## src/rtl/uart_alu_seq.sv

```systemverilog
// Frame sequencer between a UART receiver and an ALU: collects opcode/A/B bytes,
// launches the ALU, and holds the captured result until the consumer acknowledges it.
module uart_alu_seq #(
    parameter int         CLKS_PER_BIT = 434,
    parameter int         TIMEOUT_CLKS = 20 * CLKS_PER_BIT,
    parameter logic [3:0] SYNC_NIB     = 4'hA
) (
    input  logic       i_clk,
    input  logic       i_rst,
    input  logic [7:0] i_rx_data,
    input  logic       i_rx_valid,
    output logic [3:0] o_alu_op,
    output logic [7:0] o_alu_a,
    output logic [7:0] o_alu_b,
    output logic       o_alu_start,
    input  logic [7:0] i_alu_result,
    input  logic [3:0] i_alu_flags,
    input  logic       i_alu_done,
    output logic [7:0] o_res_data,
    output logic [3:0] o_res_flags,
    output logic       o_res_valid,
    input  logic       i_res_ack,
    output logic       o_frame_err,
    output logic       o_overrun,
    output logic       o_busy
);

    typedef enum logic [2:0] {
        W_OP,
        W_A,
        W_B,
        EXEC,
        W_DONE,
        HOLD
    } state_t;

    localparam logic [15:0] TO_LAST = 16'(TIMEOUT_CLKS - 1);

    state_t      r_state;
    state_t      w_next_state;
    logic [15:0] r_cnt;
    logic [3:0]  r_alu_op;
    logic [7:0]  r_alu_a;
    logic [7:0]  r_alu_b;
    logic [7:0]  r_res_data;
    logic [3:0]  r_res_flags;
    logic        r_res_valid;
    logic        r_frame_err;
    logic        r_overrun;

    logic        w_accept;
    logic        w_frame_err;
    logic        w_overrun;
    logic        w_timeout;
    logic        w_capture;
    logic        w_release;

    assign w_timeout = (r_cnt == TO_LAST);
    assign w_capture = (r_state == W_DONE) && i_alu_done;
    assign w_release = (r_state == HOLD) && i_res_ack;

    // A byte arriving in the timeout cycle wins over the timeout.
    always_comb begin
        w_next_state = r_state;
        w_accept     = 1'b0;
        w_frame_err  = 1'b0;
        w_overrun    = 1'b0;
        case (r_state)
            W_OP: begin
                if (i_rx_valid) begin
                    if (i_rx_data[7:4] == SYNC_NIB) begin
                        w_accept     = 1'b1;
                        w_next_state = W_A;
                    end else begin
                        w_frame_err = 1'b1;
                    end
                end
            end
            W_A: begin
                if (i_rx_valid) begin
                    w_accept     = 1'b1;
                    w_next_state = W_B;
                end else if (w_timeout) begin
                    w_frame_err  = 1'b1;
                    w_next_state = W_OP;
                end
            end
            W_B: begin
                if (i_rx_valid) begin
                    w_accept     = 1'b1;
                    w_next_state = EXEC;
                end else if (w_timeout) begin
                    w_frame_err  = 1'b1;
                    w_next_state = W_OP;
                end
            end
            EXEC: begin
                w_overrun    = i_rx_valid;
                w_next_state = W_DONE;
            end
            W_DONE: begin
                w_overrun = i_rx_valid;
                if (i_alu_done) begin
                    w_next_state = HOLD;
                end
            end
            HOLD: begin
                w_overrun = i_rx_valid;
                if (i_res_ack) begin
                    w_next_state = W_OP;
                end
            end
            default: begin
                w_next_state = W_OP;
            end
        endcase
    end

    always_ff @(posedge i_clk) begin
        if (i_rst) begin
            r_state <= W_OP;
        end else begin
            r_state <= w_next_state;
        end
    end

    // Inter-byte idle counter; only meaningful while waiting for operand bytes.
    always_ff @(posedge i_clk) begin
        if (i_rst) begin
            r_cnt <= '0;
        end else if (w_accept) begin
            r_cnt <= '0;
        end else if ((r_state == W_A) || (r_state == W_B)) begin
            r_cnt <= r_cnt + 16'd1;
        end else begin
            r_cnt <= '0;
        end
    end

    always_ff @(posedge i_clk) begin
        if (i_rst) begin
            r_alu_op <= '0;
            r_alu_a  <= '0;
            r_alu_b  <= '0;
        end else if (w_accept) begin
            case (r_state)
                W_OP:    r_alu_op <= i_rx_data[3:0];
                W_A:     r_alu_a  <= i_rx_data;
                W_B:     r_alu_b  <= i_rx_data;
                default: ;
            endcase
        end
    end

    always_ff @(posedge i_clk) begin
        if (i_rst) begin
            r_res_data  <= '0;
            r_res_flags <= '0;
            r_res_valid <= 1'b0;
        end else if (w_capture) begin
            r_res_data  <= i_alu_result;
            r_res_flags <= i_alu_flags;
            r_res_valid <= 1'b1;
        end else if (w_release) begin
            r_res_valid <= 1'b0;
        end
    end

    always_ff @(posedge i_clk) begin
        if (i_rst) begin
            r_frame_err <= 1'b0;
            r_overrun   <= 1'b0;
        end else begin
            r_frame_err <= w_frame_err;
            r_overrun   <= w_overrun;
        end
    end

    assign o_alu_op    = r_alu_op;
    assign o_alu_a     = r_alu_a;
    assign o_alu_b     = r_alu_b;
    assign o_alu_start = (r_state == EXEC);
    assign o_res_data  = r_res_data;
    assign o_res_flags = r_res_flags;
    assign o_res_valid = r_res_valid;
    assign o_frame_err = r_frame_err;
    assign o_overrun   = r_overrun;
    assign o_busy      = (r_state != W_OP);

endmodule

```

## config.mk

```make
export PLATFORM = sky130hd
export DESIGN_NAME = uart_alu_seq
export DESIGN_NICKNAME = d
export VERILOG_FILES = /design/src/rtl/uart_alu_seq.sv
export SDC_FILE = /design/constraint.sdc
export NUM_CORES = 1
export LEC_CHECK = 0
export BUFFER_PORTS_ARGS = -buffer_cell sky130_fd_sc_hd__clkbuf_2
export CAP_MARGIN = 30
export CORE_AREA = 2 2 70 72
export DETAILED_ROUTE_END_ITERATION = 8
export DIE_AREA = 0 0 72 74
export HOLD_SLACK_MARGIN = 0.03
export PLACE_DENSITY = 0.75
export SLEW_MARGIN = 15
export SYNTH_ARGS = -nofsm -noshare
export SYNTH_HDL_FRONTEND = slang
export SYNTH_SLANG_ARGS = --single-unit
```

## constraint.sdc

```tcl
create_clock -name i_clk -period 1.8 [get_ports i_clk]
set_clock_uncertainty 0.1 [all_clocks]
set_input_delay 0.18 -clock i_clk [delete_from_list [all_inputs] [get_ports i_clk]]
set_output_delay 0.18 -clock i_clk [all_outputs]
set_load 0.1 [all_outputs]
```

=== After elaboration in Yosys (flattened, before gate mapping) ===
Cells that the tools add are included.

* Bitwise operators: 2
* Add/subtract/negate cells: 1
* Eq/ne operators: 11
* Reduce and logical (&&, ||, !) cells: 14
* Muxes and demuxes: 19

{| class="wikitable"
|+ Operators with widths
! cell !! count
|-
| 3-bit 2-to-1 mux || 7
|-
| 3-bit case mux with 6 select lines || 1
|-
| 16-bit by 1-bit adder with 16-bit output, second input constant || 1
|-
| 16-bit by 14-bit == test with 1-bit output, second input constant || 1
|-
| 1-bit 2-to-1 mux || 9
|-
| 2-bit != test, second input constant || 4
|-
| 3-bit by 2-bit == test with 1-bit output, second input constant || 2
|-
| 3-bit == test, second input constant || 2
|-
| 2-bit AND reduction || 3
|-
| 3-bit OR reduction || 2
|-
| 4-bit == test, second input constant || 1
|-
| 1-bit case mux with 2 select lines || 2
|-
| 4-bit AND reduction || 1
|-
| 2-bit OR reduction || 2
|-
| 3-bit by 1-bit == test with 1-bit output, second input constant || 1
|-
| 3-bit logical NOT || 1
|-
| 3-bit nonzero test || 1
|-
| 1-bit logical AND || 2
|-
| 1-bit inverter || 2
|-
| 2-bit nonzero test || 1
|-
| 1-bit logical OR || 1
|}

* Output and inout bits: 37
* Bits in registers: 54
* Logic and storage cells: 57

=== Longest topological paths before layout ===
Gate-level depths: netlist of the first run.

* Word-level depth: 5
* Gate-level depth with buffers: 7

=== Least setup slack after synthesis of the first run ===
OpenSTA, ideal clock, no wires.

* Path type: reg2reg
* Start: reg r_state[0]
* End: reg r_overrun (netlist: o_overrun)
* Arrival time: 1563 ps
* Setup slack: 58 ps
* Stages on the path, launching flop included: 7
* Path through: dfxtp_1 -> clkbuf_2 -> buf_4 -> nand3_1 -> inv_1 -> nor2_1 -> nor3b_1

* Word-level cells in the longest chain between the ends: 4
* Elaborated cells on any way between the ends: 6
* Classes of those cells: eq/ne (3); bitwise (1); reduce/logical (2)

{| class="wikitable"
|+ Ends and longest elaborated chain
! what !! RTL line !! text
|-
| start, declared || 39 || <nowiki>state_t r_state;</nowiki>
|-
| start signal, assigned || 123 || <nowiki>r_state <= w_next_state;</nowiki>
|-
| 3-bit by 2-bit == test with 1-bit output || -- ||
|-
| net o_alu_start || 15 || <nowiki>output logic o_alu_start,</nowiki>
|-
| 3-bit OR reduction (no source line) || -- ||
|-
| 1-bit inverter (no source line) || -- ||
|-
| 2-bit OR reduction (no source line) || -- ||
|-
| end signal, assigned || 175 || <nowiki>r_overrun <= w_overrun;</nowiki>
|-
| end, declared || 49 || <nowiki>logic r_overrun;</nowiki>
|}

The timed path passes the listed nets, and every way through them passes these cells.
A chain may end at the register's enable or synchronous reset.

=== Worst setup path in the final report of the first run ===
* Start: reg r_state[0]
* End: out o_busy

* Word-level cells in the longest chain between the ends: 1

{| class="wikitable"
|+ Ends and longest elaborated chain
! what !! RTL line !! text
|-
| 3-bit nonzero test || 188 || <nowiki>assign o_busy = (r_state != W_OP);</nowiki>
|-
| end, declared || 25 || <nowiki>output logic o_busy</nowiki>
|}

Every way passes these cells.

==> flow_summary.toml, run 1 <==
[job]
cap_violations = 0

[routing]
drc = 0
via_count = 1978
vias_per_cell = 5.12
wl_per_cell_um = 12.2
ant_nets = 0
drt_pass1_iterations = 4
wl_um = 4720
drt_first_iter_violations = 80

[critical_path]
cp_slowest_cell = "dfxtp_1"
cp_cell_sequence = "nor3_1 > buf_4 > inv_1 > clkbuf_4"
arrival_ns = 1.40
cp-end-kind = "primary output"
slowest_delay_ns = 0.52
cp_max_fo = 9
required_ns = 1.52
crit_path_start_kind = "register"
path_class = "reg2out"

[floorplanning]
die_y_um = 74
core_region_area_um2 = 4600
rows = 25
pin_count = 62
die-area_um2 = 5330
die_width_um = 72
initial_utilization_pct = 49.7

[clock_network]
ctsRootBufferMaster = "clkbuf_8"
cts.sink_count = 54
cts_tree = "yes"
cts_htree_levels = 2
ctsLongestPathBuffers = 2
clk_latency_ns = 0.29
cts_inserted_buffers = 5
path_clk_slew_ns = 0.08

[run_status]
outcome = "finished clean"

[power]
powerDensity_nw_per_um2 = 820
power.leakage_nw = 1.16
total_power_mw = 2.38
peakVddDrop_mv = 0.787

[synth]
yosysWarnings = 0
synth.distinct_cells = 42
synth_ff_type = "dfxtp_1"
ys_seq_area_share_pct = 47.3
synth-edff-count = 0
ys_ff_latch = 54
ys_async_sr_fraction_pct = 0
syn-cell-area_um2 = 2280
avgSynthCellArea_um2 = 8.89
synthesis.instances = 257
synth_nets = 283

[min_path]
holdCritPathClass = "in2reg"

[cells_and_area]
drive_gt1_share_pct = 26.8
diodes = 0
fillCellCount = 388
stdcell_area_um2 = 2900
final-instance-count-excl-fill = 386
nNetsFinal = 359
area_growth_pct = 27.0
fin_util_pct = 63.1

[sta]
fmax_mhz = 595
setup_viol = 0
whs_ns = 0.0543
worst_pin_slew_ns = 0.551
timing.final.crit_share_pct = 93.4
drv_slew = 0
hold_viol = 0
rsz0062_at_grt = "false"
setup_tns_ns = 0
finalCriticalPeriod_ns = 1.68
post-route-worst-setup-slack_ns = 0.119
slew_headroom_pct = 63.4

[grt]
antenna_found_initial = 0
grt_pass1_vias = 1839
gr-total-overflow = 0
grt_max_degree = 23
grt_pass1_wl_um = 7740
track_usage_pct = 18.0

[place]
dp_cells = 366
routabilityCongestion = 0.773
dp_slack_ns = 0.126
postPlaceCellArea_um2 = 2680
port_buffers = 61
post-dp-hpwl_um = 3370
==> synth_stat cells, types with 3 or more instances <==
cell type | count | share of area, %
a21oi_1 | 20 | 4.4
and2_1 | 3 | 0.82
buf_2 | 5 | 1.1
clkbuf_1 | 7 | 1.2
clkbuf_2 | 3 | 0.66
dfxtp_1 | 54 | 47
inv_1 | 4 | 0.66
mux2i_1 | 20 | 8.8
nand2_1 | 35 | 5.8
nand2b_1 | 3 | 0.82
nand3_1 | 8 | 1.8
nand3b_1 | 3 | 0.99
nand4_1 | 3 | 0.82
nor2_1 | 34 | 5.6
nor3_1 | 5 | 1.1
o31ai_1 | 3 | 0.99
or4_1 | 5 | 1.6
xnor2_1 | 4 | 1.5
xor2_1 | 7 | 2.7
==> registers in the layout (all words and copies together) (netlist names) <==
register	cells
o_alu_a	8
o_alu_op	4
o_res_flags	4
o_alu_b	8
r_cnt	16
o_frame_err	1
o_overrun	1
r_state	3
o_res_valid	1
o_res_data	8
==> report_power, final <==
part	switching [mW]	leakage [nW]	internal [mW]	total, mW
sequential	0.0290	0.436	1.23	1.25
clock	0.340	0.0431	0.297	0.637
combinational	0.339	0.681	0.147	0.486
==> cells in the final DEF, fill, tap and decap left out, types with 6 or more instances in the layout <==
master	instances
buf_4	12
clkbuf_2	59
nand2_1	35
xor2_1	7
mux2i_1	20
clkbuf_8	6
dlygate4sd3_1	13
nor2_1	34
dfxtp_1	53
nand3_1	8
a21oi_1	20
==> worst max-delay path: cells and delay by family (launching register included) <==
family | cells | cell delay (ns)
buffers and inverters | 3 | 0.50
DFF | 1 | 0.52
and+or+nand+nor | 1 | 0.08
==> cell families (layout without fill, tap and decap cells) <==
kind of cell,count (synthesis),after routing,synth area share (%)
buffers and inverters,21,96,4.38
flip-flops,54,54,47.3
XOR/XNOR,11,11,4.22
multiplexers,20,20,8.76
adder cells (fa/ha/maj),1,1,0.548
AND/OR/NAND/NOR,114,114,25.1
AO/OA/AOI/OAI,36,36,9.64
==> per-layer routing <==
metal  GRT usage [%]  part of all wire, %  vias to the layer above
li1                -                    -                     1028
met1            22.1                   47                      896
met2            30.7                   47                       52
met3            5.96                  6.1                        2
met4            4.82                 0.49                        0
met5               0                    0                        -
==> area by class of cell <==
cell class,instances,area [um^2],area share [%]
multi-input cells,182,1110,38.3
repair buffers,86,543,18.7
well taps,54,67.6,2.33
clock buffers,6,82.6,2.85
inverters,4,15.0,0.517
flip-flops and latches,54,1080,37.3
==> path summary, 6_finish.rpt <==
path / startpoint / to / slack, ns / cells past startpoint
setup / recovery: r_state[0]$_SDFFE_PP0P_ / o_busy / 0.12 / 4
hold / removal: i_rx_data[0] / o_alu_op[0]$_SDFFE_PP0P_ / 0.05 / 3
setup reg to reg: r_cnt[4]$_SDFF_PP0_ / o_frame_err$_SDFF_PP0_ / 0.13 / 4
hold reg to reg: r_cnt[0]$_SDFF_PP0_ / r_cnt[0]$_SDFF_PP0_ / 0.34 / 1
==> timing repair <==
action,CTS,global route
endpoints found under the hold margin,13,0
hold buffers,13,0
gates resized for setup,1,2
setup buffers,0,1
pin swaps,0,1
setup endpoints to repair,1,13
No activity file was read; power rests on OpenSTA's default activity.
==> run 2: changes to the inputs <==
Settings changed: PLACE_DENSITY 0.75 to 0.79.
==> run 2 against run 1 <==
- hold slack lost 0.0065 ns
- final cell count shrank 0.26%
- critical path depth is the same
- routed wire length grew 5.6%
- first-iteration DRC count grew 30%
- utilization shrank 0.35 points
- setup slack gained 0.030 ns
- register-to-register slack gained 0.02 ns
- sequential cell count is the same
- clock power shrank 2%
- final area shrank 0.56%
- critical path type is now reg2reg
- critical endpoint is now o_frame_err$_SDFF_PP0_
- largest cell class unchanged
- highest routed layer unchanged
==> flow_summary.toml, run 2 (synthesized netlist as in run 1, its figures left out) <==
[cells_and_area]
mostFrequentLayoutCells = "clkbuf_2 (59), dfxtp_1 (53), nand2_1 (35)"
diodes = 0
stdcell_area_um2 = 2890
fillCellCount = 374
nNetsFinal = 357
drive_gt1_share_pct = 27.2
largest_reg_flops = 16
top_register = "r_cnt"
final_common_cell = "clkbuf_2"
final-instance-count-excl-fill = 385
area_growth_pct = 26.3
fin_util_pct = 62.7

[clock_network]
cts.sink_count = 54
cts_inserted_buffers = 5
cts_htree_levels = 2
cts_tree = "yes"
ctsLongestPathBuffers = 2
clk_latency_ns = 0.30
path_clk_slew_ns = 0.09
ctsRootBufferMaster = "clkbuf_8"

[critical_path]
crit-reg2reg-launch = "r_cnt[13]$_SDFF_PP0_"
path_class = "reg2reg"
slowest_delay_ns = 0.51
cp_slowest_cell = "or4_1"
crit_path_start_kind = "register"
crit_start = "r_cnt[13]$_SDFF_PP0_"
arrival_ns = 1.78
cp-end-kind = "register"
cp_cell_sequence = "nor4b_1 > nand3_1 > or4_1 > a21oi_1"
cp_max_fo = 5
required_ns = 1.93

[routing]
wl_per_cell_um = 12.9
via_count = 2020
drc = 0
drt_pass1_iterations = 4
ant_nets = 0
vias_per_cell = 5.25
wl_um = 4980
drt_first_iter_violations = 104

[run_status]
outcome = "finished clean"

[sta]
finalCriticalPeriod_ns = 1.65
fmax_mhz = 606
setup_viol = 0
setup_tns_ns = 0
timing.final.crit_share_pct = 91.7
slew_headroom_pct = 63.3
hold_viol = 0
drv_slew = 0
worst_pin_slew_ns = 0.553
rsz0062_at_grt = "false"

[grt]
grt_util_met2_pct = 33.1
gr-total-overflow = 0
grt_pass1_wl_um = 8490
use_met3_pct = 4.61
busiest_layer = "met2"
grt_pass1_vias = 1844
grt_max_degree = 21
grtUsageMet1_pct = 26.1
track_usage_pct = 20.0
antenna_found_initial = 0

[min_path]
holdCritPathClass = "in2reg"
holdCritStartpoint = "i_rx_data[5]"

[job]
cap_violations = 0

[power]
power_frac_comb_pct = 20.5
p_sw_share_pct = 31.1
peakVddDrop_mv = 0.657
power.leakage_nw = 1.15
p_int_mw = 1.63
power.switching_mw = 0.735
powerDensity_nw_per_um2 = 820
pwr-share-clk_pct = 26.4
power_frac_seq_pct = 53.1

[place]
post-dp-hpwl_um = 3520
routabilityCongestion = 0.840
postPlaceCellArea_um2 = 2670
port_buffers = 61
dp_cells = 365

[floorplanning]
core_region_area_um2 = 4600
die_y_um = 74
die_width_um = 72
rows = 25
pin_count = 62
initial_utilization_pct = 49.7
die-area_um2 = 5330
[run 2: stage by stage]
| step | hold slack [ns] | setup WS [ns] | power (mW) |
|---|---|---|---|
| 2_1_floorplan | 0.216 | 0.0576 | 1.64 |
| 3_3_place_gp | 0.305 | 0.202 | 1.74 |
| 3_5_place_dp | 0.308 | 0.145 | 1.74 |
| 4_1_cts | 0.0389 | 0.00826 | 2.39 |
| 5_1_grt | 0.0425 | 0.0157 | 2.48 |
| 6_report | 0.0478 | 0.149 | 2.36 |
[run 2: per-layer routing]
metal  vias to the layer above  wire length, um  share of wire [%]
li1                       1026                -                  -
met1                       940             2180                 44
met2                        47             2490                 50
met3                         7              259                5.2
met4                         0               53                1.1
met5                         -                0                  0
[run 2: critical path, delay by kind of cell, from the launching register on]
family	cells	cell delay, ns
AOI/OAI and AO/OA	1	0.15
and+or+nand+nor	3	0.92
DFF	1	0.41
[run 2: final timing paths]
path | endpoint | slack [ns] | depth (start not counted)
worst max register to register | o_frame_err$_SDFF_PP0_ | 0.15 | 4
worst min-delay path | o_alu_b[5]$_SDFFE_PP0P_ | 0.05 | 3
worst max-delay path | o_frame_err$_SDFF_PP0_ | 0.15 | 4
worst min register to register | r_cnt[0]$_SDFF_PP0_ | 0.35 | 1
[run 2: final cells by class]
type / count / area [um^2] / area share [%]
multi-input combinational: 182 / 1120 / 38.7
sequential: 54 / 1080 / 37.5
timing repair buffer: 84 / 526 / 18.2
clock buffer: 5 / 68.8 / 2.39
tap: 54 / 67.6 / 2.34
inverter: 4 / 15.0 / 0.520
clock inverter: 2 / 10.0 / 0.347
[run 2: power by group through the flow]
| stage | Sequential [mW] | Clock, mW | Combinational (mW) |
|---|---|---|---|
| 6_report | 1.26 | 0.625 | 0.484 |
| 5_1_grt | 1.26 | 0.702 | 0.516 |
| 4_1_cts | 1.25 | 0.649 | 0.483 |
| 3_5_place_dp | 1.28 | 0 | 0.461 |
| 3_3_place_gp | 1.28 | 0 | 0.456 |
| 2_1_floorplan | 1.44 | 0 | 0.197 |
[run 2: timing repair]
item / 4_1_cts / 5_1_grt
gates resized for setup: 0 / 3
setup buffers: 0 / 1
hold endpoints to repair: 12 / 0
setup endpoints to repair: 0 / 19
hold buffers: 12 / 0
==> run 3: changes to the inputs <==
Settings changed: CORE_AREA 2 2 70 72 to 5 5 73 75, DIE_AREA 0 0 72 74 to 0 0 78 80, REMOVE_ABC_BUFFERS set to 1.
==> run 3 against run 2 <==
- routed wire length increased by 5.4%
- register-to-register slack about the same
- die area increased by 17%
- critical path type is now reg2out
- via count shrank 0.30%
- largest cell class unchanged
- clock power is 28% higher
- global-route usage down 2.6 points
- first-iteration DRC count up 55%
- final area up 1.5%
- final cell count increased by 0.52%
- critical endpoint is now o_busy
==> flow_summary.toml, run 3 (synthesized netlist as in run 1, its figures left out) <==
[sta]
setup_viol = 0
worst_pin_slew_ns = 0.562
drv_slew = 0
hold_viol = 0
whs_ns = 0.0406
finalCriticalPeriod_ns = 1.74
timing.final.crit_share_pct = 96.4
rsz0062_at_grt = "false"
fmax_mhz = 576
slew_headroom_pct = 62.7

[routing]
drt_pass1_iterations = 4
wl_per_cell_um = 13.6
ant_nets = 0
drc = 0
drt_first_iter_violations = 161
vias_per_cell = 5.20
wl_um = 5250
via_count = 2014

[cells_and_area]
drive_gt1_share_pct = 27.0
final-instance-count-excl-fill = 387
largest_reg_flops = 16
diodes = 0
mostFrequentLayoutCells = "clkbuf_2 (59), dfxtp_1 (53), nand2_1 (35)"
stdcell_area_um2 = 2930
top_register = "r_cnt"
area_growth_pct = 28.1
nNetsFinal = 358
final_common_cell = "clkbuf_2"

[floorplanning]
rows = 25
die-area_um2 = 6240
initial_utilization_pct = 49.7
core_region_area_um2 = 4600
die_width_um = 78
pin_count = 62
die_y_um = 80

[clock_network]
cts_tree = "yes"
clk_latency_ns = 0.30
cts_htree_levels = 2
cts_inserted_buffers = 5
path_clk_slew_ns = 0.09
ctsRootBufferMaster = "clkbuf_8"
ctsLongestPathBuffers = 2
cts.sink_count = 54

[min_path]
hold_end = "o_alu_op[0]$_SDFFE_PP0P_"
holdCritStartpoint = "i_rx_data[0]"
hold_depth = 3
holdCritPathClass = "in2reg"

[critical_path]
r2r_cells = 4
path_class = "reg2out"
r2r-end = "o_frame_err$_SDFF_PP0_"
crit-reg2reg-launch = "r_cnt[2]$_SDFF_PP0_"
cp_cell_sequence = "nor3_1 > buf_4 > inv_1 > clkbuf_4"
arrival_ns = 1.46
crit_path_start_kind = "register"
slowest_delay_ns = 0.52
cp-end-kind = "primary output"
cp_slowest_cell = "dfxtp_1"
cp_max_fo = 9
required_ns = 1.52
reg2reg_slack_ns = 0.14

[power]
power.leakage_nw = 1.17
powerDensity_nw_per_um2 = 870
total_power_mw = 2.55
p_sw_share_pct = 29.8
power.switching_mw = 0.759
power_frac_comb_pct = 19.2
power_frac_seq_pct = 49.2
p_int_mw = 1.79
peakVddDrop_mv = 0.511
pwr-share-clk_pct = 31.5

[place]
port_buffers = 61
dp_cells = 366
postPlaceCellArea_um2 = 2680
routabilityCongestion = 0.819
post-dp-hpwl_um = 3620

[grt]
antenna_found_initial = 0
grt_max_degree = 37
grt_pass1_vias = 1958
gr-total-overflow = 0
grt_pass1_wl_um = 8870
track_usage_pct = 17.4

[run_status]
outcome = "finished clean"

[job]
cap_violations = 0
## run 3: worst max-delay path, delay by kind of cell, from the launching register on
family,cells,cell delay (ns)
buf+inv,3,0.51
flops,1,0.52
simple gates,1,0.11
## run 3: stage by stage
step / util, % / setup WS, ns / TNS [ns]
floorplan: - / -0.539 / -6.41
global placement: 58.2 / 0.192 / 0
detailed placement: 58.2 / 0.162 / 0
CTS: 63.5 / 0.00819 / 0
global route: 63.7 / 0.00778 / 0
finish: 63.7 / 0.0646 / 0
## run 3: power groups by stage
| stage | Sequential [mW] | Clock [mW] | Combinational, mW |
|---|---|---|---|
| floorplan | 1.46 | 0 | 0.161 |
| global placement | 1.28 | 0 | 0.462 |
| detailed placement | 1.28 | 0 | 0.465 |
| CTS | 1.25 | 0.824 | 0.492 |
| global route | 1.26 | 0.859 | 0.521 |
| finish | 1.25 | 0.802 | 0.490 |
## run 3: layer usage
metal | routed length (um) | vias to the layer above | GRT usage, %
met5 | 0 | - | 0
met4 | 165 | 0 | 8.61
met3 | 308 | 17 | 5.08
met2 | 2660 | 46 | 28.4
met1 | 2110 | 922 | 20.7
li1 | - | 1029 | -
## run 3: layout make-up
class	count	area, um^2
inverters	4	15.0
fillers	371	1670
clock inverters	2	37.5
flip-flops and latches	54	1080
multi-input cells	182	1120
clock buffers	6	72.6
repair buffers	85	536
well taps	54	67.6
## run 3: timing repair
action                                  4_1_cts  5_1_grt
hold buffers                                 13        0
buffers inserted                              0        0
gates resized for setup                       1        3
endpoints found under the hold margin        14        0
endpoints found under the setup margin        1       15
## run 3: worst max-delay path by stage
stage / from / end / slack [ns]
floorplan: r_state[0]$_SDFFE_PP0P_ / o_alu_a[0]$_SDFFE_PP0P_ / -0.54
global placement: r_state[2]$_SDFFE_PP0P_ / o_res_data[5]$_SDFFE_PP0P_ / 0.19
detailed placement: r_state[2]$_SDFFE_PP0P_ / o_res_data[4]$_SDFFE_PP0P_ / 0.16
CTS: r_state[1]$_SDFFE_PP0P_ / o_busy / 0.008
global route: r_state[0]$_SDFFE_PP0P_ / o_alu_start / 0.008
finish: r_state[2]$_SDFFE_PP0P_ / o_busy / 0.06
